File: src/rtl/des_key_schedule.sv
// Iterative DES key schedule: one PC-1 load, per-round C/D rotations, PC-2 subkey out.
// Latency: first subkey valid the cycle after start; one subkey per cycle when sk_ready stays high.
// Backpressure: sk_valid/sk_ready handshake; sk, sk_round and C/D hold while stalled.
//
// Ports:
//   clk, rst_n        - clock, asynchronous active-low reset
//   start, key        - begin a schedule from a 64-bit DES key (key[63] = DES bit 1), sampled in IDLE
//   dec               - decrypt order select, sampled with start (only with DES_KEY_DEC_EN)
//   busy              - schedule in progress
//   sk_valid/sk_ready - subkey handshake
//   sk, sk_round      - 48-bit subkey (sk[47] = DES bit 1) and its round index 0..15
//   done              - one-cycle pulse the cycle after the last subkey is accepted
//
// Optional feature macro: DES_KEY_DEC_EN adds the dec port and reverse (K16..K1) order.

module des_key_schedule (
    input  logic        clk,
    input  logic        rst_n,
    input  logic        start,
    input  logic [63:0] key,
`ifdef DES_KEY_DEC_EN
    input  logic        dec,
`endif
    output logic        busy,
    output logic        sk_valid,
    input  logic        sk_ready,
    output logic [47:0] sk,
    output logic [3:0]  sk_round,
    output logic        done
);

    typedef enum logic {
        S_IDLE = 1'b0,
        S_RUN  = 1'b1
    } state_t;

    // Bit i set means round i+1 rotates by two; rounds 1, 2, 9 and 16 rotate by one.
    localparam logic [15:0] SHIFT2 = 16'h7EFC;

    state_t      state_q, state_d;
    logic [27:0] c_q, c_d;
    logic [27:0] d_q, d_d;
    logic [3:0]  round_q, round_d;
    logic        done_q, done_d;
    logic        last_round;
`ifdef DES_KEY_DEC_EN
    logic        dec_q, dec_d;
`endif

    // PC-1 left half: DES key bit p lives at key[64-p].
    function automatic logic [27:0] pc1_c(input logic [63:0] k);
        return {k[7],  k[15], k[23], k[31], k[39], k[47], k[55], k[63],
                k[6],  k[14], k[22], k[30], k[38], k[46], k[54], k[62],
                k[5],  k[13], k[21], k[29], k[37], k[45], k[53], k[61],
                k[4],  k[12], k[20], k[28]};
    endfunction

    // PC-1 right half.
    function automatic logic [27:0] pc1_d(input logic [63:0] k);
        return {k[1],  k[9],  k[17], k[25], k[33], k[41], k[49], k[57],
                k[2],  k[10], k[18], k[26], k[34], k[42], k[50], k[58],
                k[3],  k[11], k[19], k[27], k[35], k[43], k[51], k[59],
                k[36], k[44], k[52], k[60]};
    endfunction

    // PC-2 over the 56-bit {C,D}: DES bit q of CD lives at cd[56-q].
    function automatic logic [47:0] pc2(input logic [27:0] c, input logic [27:0] d);
        logic [55:0] cd;
        cd = {c, d};
        return {cd[42], cd[39], cd[45], cd[32], cd[55], cd[51], cd[53], cd[28],
                cd[41], cd[50], cd[35], cd[46], cd[33], cd[37], cd[44], cd[52],
                cd[30], cd[48], cd[40], cd[49], cd[29], cd[36], cd[43], cd[54],
                cd[15], cd[4],  cd[25], cd[19], cd[9],  cd[1],  cd[26], cd[16],
                cd[5],  cd[11], cd[23], cd[8],  cd[12], cd[7],  cd[17], cd[0],
                cd[22], cd[3],  cd[10], cd[14], cd[6],  cd[20], cd[27], cd[24]};
    endfunction

    // Left rotate of a 28-bit half by one or two positions (MSB is DES bit 1).
    function automatic logic [27:0] rotl(input logic [27:0] x, input logic two);
        return two ? {x[25:0], x[27:26]} : {x[26:0], x[27]};
    endfunction

`ifdef DES_KEY_DEC_EN
    function automatic logic [27:0] rotr(input logic [27:0] x, input logic two);
        return two ? {x[1:0], x[27:2]} : {x[0], x[27:1]};
    endfunction
`endif

    // The final subkey is K16 in encrypt order and K1 in decrypt order.
`ifdef DES_KEY_DEC_EN
    assign last_round = dec_q ? (round_q == 4'd0) : (round_q == 4'd15);
`else
    assign last_round = (round_q == 4'd15);
`endif

    // State register and datapath registers.
    always_ff @(posedge clk or negedge rst_n) begin
        if (!rst_n) begin
            state_q <= S_IDLE;
            c_q     <= '0;
            d_q     <= '0;
            round_q <= '0;
            done_q  <= 1'b0;
`ifdef DES_KEY_DEC_EN
            dec_q   <= 1'b0;
`endif
        end else begin
            state_q <= state_d;
            c_q     <= c_d;
            d_q     <= d_d;
            round_q <= round_d;
            done_q  <= done_d;
`ifdef DES_KEY_DEC_EN
            dec_q   <= dec_d;
`endif
        end
    end

    // Next-state logic, including C/D advance on each accepted beat.
    always_comb begin
        state_d = state_q;
        c_d     = c_q;
        d_d     = d_q;
        round_d = round_q;
        done_d  = 1'b0;
`ifdef DES_KEY_DEC_EN
        dec_d   = dec_q;
`endif
        case (state_q)
            S_IDLE: begin
                if (start) begin
                    state_d = S_RUN;
`ifdef DES_KEY_DEC_EN
                    dec_d = dec;
                    if (dec) begin
                        // C16/D16 equal C0/D0 since the total rotation is 28.
                        c_d     = pc1_c(key);
                        d_d     = pc1_d(key);
                        round_d = 4'd15;
                    end else begin
                        c_d     = rotl(pc1_c(key), 1'b0);
                        d_d     = rotl(pc1_d(key), 1'b0);
                        round_d = 4'd0;
                    end
`else
                    // Pre-rotate by round 1's shift so K1 is ready next cycle.
                    c_d     = rotl(pc1_c(key), 1'b0);
                    d_d     = rotl(pc1_d(key), 1'b0);
                    round_d = 4'd0;
`endif
                end
            end
            S_RUN: begin
                if (sk_ready) begin
                    if (last_round) begin
                        state_d = S_IDLE;
                        done_d  = 1'b1;
                    end
`ifdef DES_KEY_DEC_EN
                    if (dec_q) begin
                        // Undo the rotation that produced the current round.
                        c_d     = rotr(c_q, SHIFT2[round_q]);
                        d_d     = rotr(d_q, SHIFT2[round_q]);
                        round_d = round_q - 4'd1;
                    end else begin
                        c_d     = rotl(c_q, SHIFT2[round_q + 4'd1]);
                        d_d     = rotl(d_q, SHIFT2[round_q + 4'd1]);
                        round_d = round_q + 4'd1;
                    end
`else
                    // Apply the next round's shift; the wrap after K16 is harmless.
                    c_d     = rotl(c_q, SHIFT2[round_q + 4'd1]);
                    d_d     = rotl(d_q, SHIFT2[round_q + 4'd1]);
                    round_d = round_q + 4'd1;
`endif
                end
            end
            default: state_d = S_IDLE;
        endcase
    end

    // Outputs depend on registers only; sk_ready never reaches sk or sk_valid.
    always_comb begin
        busy     = (state_q == S_RUN);
        sk_valid = (state_q == S_RUN);
        sk_round = round_q;
        done     = done_q;
        sk       = pc2(c_q, d_q);
    end

endmodule

File: config.mk
export PLATFORM = sky130hd
export DESIGN_NAME = des_key_schedule
export DESIGN_NICKNAME = d
export VERILOG_FILES = /design/src/rtl/des_key_schedule.sv
export SDC_FILE = /design/constraint.sdc
export NUM_CORES = 1
export LEC_CHECK = 0
export ABC_AREA = 1
export CAP_MARGIN = 5
export CELL_PAD_IN_SITES_DETAIL_PLACEMENT = 1
export CELL_PAD_IN_SITES_GLOBAL_PLACEMENT = 1
export CORE_MARGIN = 3
export CORE_UTILIZATION = 34
export DETAILED_ROUTE_END_ITERATION = 8
export PLACE_DENSITY = 0.93
export SLEW_MARGIN = 40
export SYNTH_ARGS = -nofsm -noshare
export SYNTH_HDL_FRONTEND = slang
export SYNTH_SLANG_ARGS = --single-unit
File: constraint.sdc
create_clock -name clk -period 2.2 [get_ports clk]
set_clock_uncertainty 0.1 [all_clocks]
set_input_delay 0.33 -clock clk [delete_from_list [all_inputs] [get_ports clk]]
set_output_delay 0.33 -clock clk [all_outputs]
set_load 0.05 [all_outputs]
# Word level (Yosys, flattened, before mapping)
# Memories as Yosys holds them, arrays and structs flattened.
# Index checks and enable logic that the tools add are counted.
# word_totals
ff_bits	62
romBits	16
in_bits	68
output_inout_bits	55
wordCells	32
mem_count	1
# mem_list
name	words	word_bits	read_ports	rd_ports_with_merged_regs	wr	line	rtl
(no name shown)	16	1	1	0	0	173	d_d = rotl(d_q, SHIFT2[round_q + 4'd1]);
# classes
n_addsub	1
order_cmp	1
n_eq_ne	3
muxes	19
bitwise_logic	1
n_reduce_logical	1
# op_table
op	n
28-bit two-way mux	6
28-bit one-hot mux with 2 select lines	2
4-bit two-way mux	2
4-bit one-hot mux with 2 select lines	1
1-bit two-way mux	7
4-bit by 5-bit < comparator with 1-bit output, second input constant	1
4-bit by 1-bit adder with 4-bit output, second input constant	1
4-bit equality test, second input constant	1
2-bit inequality test, second input constant	2
1-bit one-hot mux with 2 select lines	1
2-bit AND reduction	1
1-bit inverter	1

# Depth between registers and ports, before layout
# depth
depth_word	6
depth_mapped	12
depth_no_buf	10

# Worst setup path before layout
# OpenSTA, ideal clock, no wires.
# synth_timing
path_kind	flip-flop to flip-flop
start	register round_q[1] (netlist: sk_round[1])
end	register d_q[12]
setup_time_ps	77
arrival_time_ps	1739
setup_slack_ps	284
stages_incl_launch_ff	12
path_buffers	2
cell_sequence	dfrtp_1 > ha_1 > nand2_1 > nand2_1 > nand2_1 > inv_1 > nand2_1 > buf_6 > buf_6 > nand3_1 > nand3_1 > a21oi_1
# synth_between
elab_chain_cells	6
# synth_lines
item	line	rtl
from (decl)	43	logic [3:0] round_q, round_d;
from (signal assigned)	111	round_q <= round_d;
4-bit by 1-bit adder with 4-bit output	173	
memory read 16 x 1 bit	-	
1-bit two-way mux (not written as such)	173	
28-bit two-way mux	80	return two ? {x[25:0], x[27:26]} : {x[26:0], x[27]};
28-bit two-way mux	154	if (sk_ready) begin
28-bit one-hot mux with 2 select lines	129	case (state_q)
to (signal assigned)	101	d_q <= '0;
to (signal assigned)	110	d_q <= d_d;
to (decl)	42	logic [27:0] d_q, d_d;
# Every way passes these cells. The select of a mux whose other input is x is not followed.
# A chain may end at the register's enable or synchronous reset.

# Final worst setup path
# layout_timing
start	register round_q[0] (netlist: sk_round[0])
end	output port sk_round[0]
# layout_rtl
item	line	rtl
to (decl)	28	output logic [3:0] sk_round,
# No word-level cell between the ends.

==> metrics.yaml <==
place:
  dp_worst_setup_slack_ps: 299
  detailed_place_hpwl_um: 8940
  port_buffers: 114
  gp_congestion: 0.758
  dpl_cell_area_um2: 5050
cts:
  cts_sinks: 62
  ctsRootBufferMaster: "sky130_fd_sc_hd__clkbuf_16"
  h-tree-depth: 3
  cts-buffers-inserted: 9
  post_cts_resize_count: 0
  clk_transition_reported_paths_ps: 50
  tritoncts: "yes"
  max-clock-path-buffers: 2
  insertion_delay_ps: 320
route:
  detail_route.vias_per_cell: 5.39
  num_vias: 4164
  antenna_violating_nets_post_route: 0
  wl_um: 13100
  detailed_route_wire_length_per_cell_um: 17.0
  drcViolationCount: 0
  drtIter0Drc: 235
  drtPass1Iterations: 4
yosys:
  post_synth_num_cell_types: 19
  synth.net_count: 653
  post_synth.cell_area_avg_um2: 7.15
  post_synthesis_cells: 584
  fraction_of_the_yosys_area_taken_by_sequential_cells_pct: 37.1
  synth.yosys.warnings: 0
  synth_seq_cells: 62
  mappedNetlistArea_um2: 4180
job:
  cap_viol_max_count: 0
setup_path:
  cpMaxStageDelayCell: "sky130_fd_sc_hd__clkdlybuf4s50_1"
  path_buf_inv: 1
  start_kind: "register"
  timing.critical_path.fanout_max: 6
  path_cells: "clkdlybuf4s50_1"
  critical_path_arrival_ps: 1620
  cpPeakStageDelay_ps: 850
  critPathKind: "reg -> out"
  critical_path.top_delay_family: "buffers and inverters"
  endpoint_kind: "primary output"
  crit_required_ps: 1770
layout:
  design.final.nets: 698
  final_design_instance_area_without_fill_um2: 5300
  area_growth_syn_to_layout_pct: 26.9
  final_standard_cell_utilization_of_the_core_pct: 45.3
  n_antenna_cell: 0
  drive_gt1_share_pct: 5.87
global_routing:
  groute.usage.overall_pct: 19.7
  antenna_found_initial: 0
  grt_max_degree: 63
  grt-ovfl-total: 0
  grt_pass1_wl_um: 21700
  grt_pass1_vias: 4371
timing:
  worst_slew_pin_slew_ps: 566
  timing.setup.tns_ps: 0
  slew_viol_final: 0
  rsz_0062_raised_after_global_routing: "false"
  final.min_clock_period_ps: 2050
  hold_viol: 0
  final.setup.worst_slack_ps: 152
  timing.slew.headroom_pct: 62.1
  setup_viol_count_final: 0
  achievable-frequency_ghz: 0.488
  layout_worst_path_cycle_share_pct: 93.1
die:
  ios: 123
  die_h_um: 117
  start_util_pct: 35.7
  core.rowCount: 39
  design.core.area_um2: 11700
  die-area_um2: 13600
  die_w_um: 117
run_status:
  run_status: "finished clean"
power:
  ir_drop_mv: 0.885
  power-per-cell-area_nw_per_um2: 1640
  leakagePower_nw: 2.56
worst_hold_path:
  holdCritPathClass: "reg -> reg"
[state kept, by name (all words and copies together) (netlist names)]
| name | count |
|---|---|
| sk_round | 4 |
| c_q | 28 |
| done | 1 |
| d_q | 28 |
| busy | 1 |
[final timing paths]
kind / start / end / slack (ps) / cells after the start
setup / recovery: sk_round[0] / sk_round[0] / 150 / 1
hold / removal: d_q[18] / d_q[18] / 430 / 2
setup reg to reg: sk_round[0] / d_q[7] / 290 / 10
hold reg to reg: d_q[18] / d_q[18] / 430 / 2
max in group asynchronous: rst_n / busy / 1250 / 3
min in group asynchronous: rst_n / c_q[15] / 460 / 3
[area by class of cell]
type	instances	area, µm²
fillers	1475	6410
multi-input cells	360	1750
flip-flops and latches	62	1550
repair buffers	131	1340
inverters	65	244
clock buffers	12	236
well taps	143	179
[cells in the mapped netlist]
| cell | n | area [µm²] |
|---|---|---|
| sky130_fd_sc_hd__a21oi_1 | 113 | 566 |
| sky130_fd_sc_hd__buf_1 | 5 | 18.8 |
| sky130_fd_sc_hd__buf_2 | 20 | 100 |
| sky130_fd_sc_hd__buf_4 | 49 | 368 |
| sky130_fd_sc_hd__buf_6 | 10 | 113 |
| sky130_fd_sc_hd__clkbuf_1 | 13 | 48.8 |
| sky130_fd_sc_hd__dfrtp_1 | 62 | 1550 |
| sky130_fd_sc_hd__ha_1 | 1 | 12.5 |
| sky130_fd_sc_hd__inv_1 | 64 | 240 |
| sky130_fd_sc_hd__inv_2 | 1 | 3.75 |
| sky130_fd_sc_hd__nand2_1 | 12 | 45.0 |
| sky130_fd_sc_hd__nand2_2 | 1 | 6.26 |
| sky130_fd_sc_hd__nand3_1 | 170 | 851 |
| sky130_fd_sc_hd__nand4_1 | 1 | 6.26 |
| sky130_fd_sc_hd__nor2_1 | 56 | 210 |
| sky130_fd_sc_hd__nor3_1 | 1 | 5.00 |
| sky130_fd_sc_hd__o21ai_0 | 2 | 10.0 |
| sky130_fd_sc_hd__o21ai_2 | 1 | 8.76 |
| sky130_fd_sc_hd__o22ai_1 | 2 | 12.5 |
[through the flow]
| stage | hold slack, ps | power, W | instances |
|---|---|---|---|
| floorplan | -65.6 | 0.00643 | 584 |
| global placement | 272 | 0.00728 | 760 |
| detailed placement | 279 | 0.00751 | 760 |
| CTS | 441 | 0.00875 | 773 |
| global route | 454 | 0.00932 | 773 |
| finish | 434 | 0.00868 | 773 |
[layout by cell type, fill, tap and decap left out, types with 3 or more instances in the layout]
| cell | netlist | routed |
|---|---|---|
| sky130_fd_sc_hd__clkdlybuf4s50_1 | 0 | 111 |
| sky130_fd_sc_hd__clkbuf_1 | 13 | 3 |
| sky130_fd_sc_hd__nor2_1 | 56 | 56 |
| sky130_fd_sc_hd__nand2_2 | 1 | 4 |
| sky130_fd_sc_hd__buf_12 | 0 | 6 |
| sky130_fd_sc_hd__inv_1 | 64 | 63 |
| sky130_fd_sc_hd__buf_4 | 49 | 12 |
| sky130_fd_sc_hd__a21oi_1 | 113 | 113 |
| sky130_fd_sc_hd__dfrtp_1 | 62 | 61 |
| sky130_fd_sc_hd__nand2_1 | 12 | 9 |
| sky130_fd_sc_hd__nand3_1 | 170 | 169 |
| sky130_fd_sc_hd__clkbuf_16 | 0 | 9 |
[kinds of logic after synthesis]
family,count (synthesis),synth area share (%)
and+or+nand+nor,241,26.9
buffers and inverters,162,21.4
adders and majority gates,1,0.300
DFF,62,37.1
AOI/OAI and AO/OA,118,14.3
[where the power goes]
group,switching (W),internal [W],leakage [nW],total [W]
sequential,0.000398,0.00161,0.650,0.00200
combinational,0.00362,0.00185,1.79,0.00547
clock,0.000462,0.000736,0.114,0.00120
[routing by layer]
layer / wire (µm) / track usage, % / vias up / share of wire, %
li1: - / - / 1990 / -
met2: 6530 / 33.5 / 107 / 50
met4: 234 / 7.11 / 0 / 1.8
met1: 5820 / 25.7 / 2053 / 44
met3: 529 / 2.83 / 14 / 4.0
met5: 0 / 0 / - / 0
[repair_timing]
action / in CTS / in global routing
endpoints found under the hold margin: 62 / 0
hold buffers: 1 / 0
buffers inserted: 0 / 0
Power figures use the tool's default switching activity.
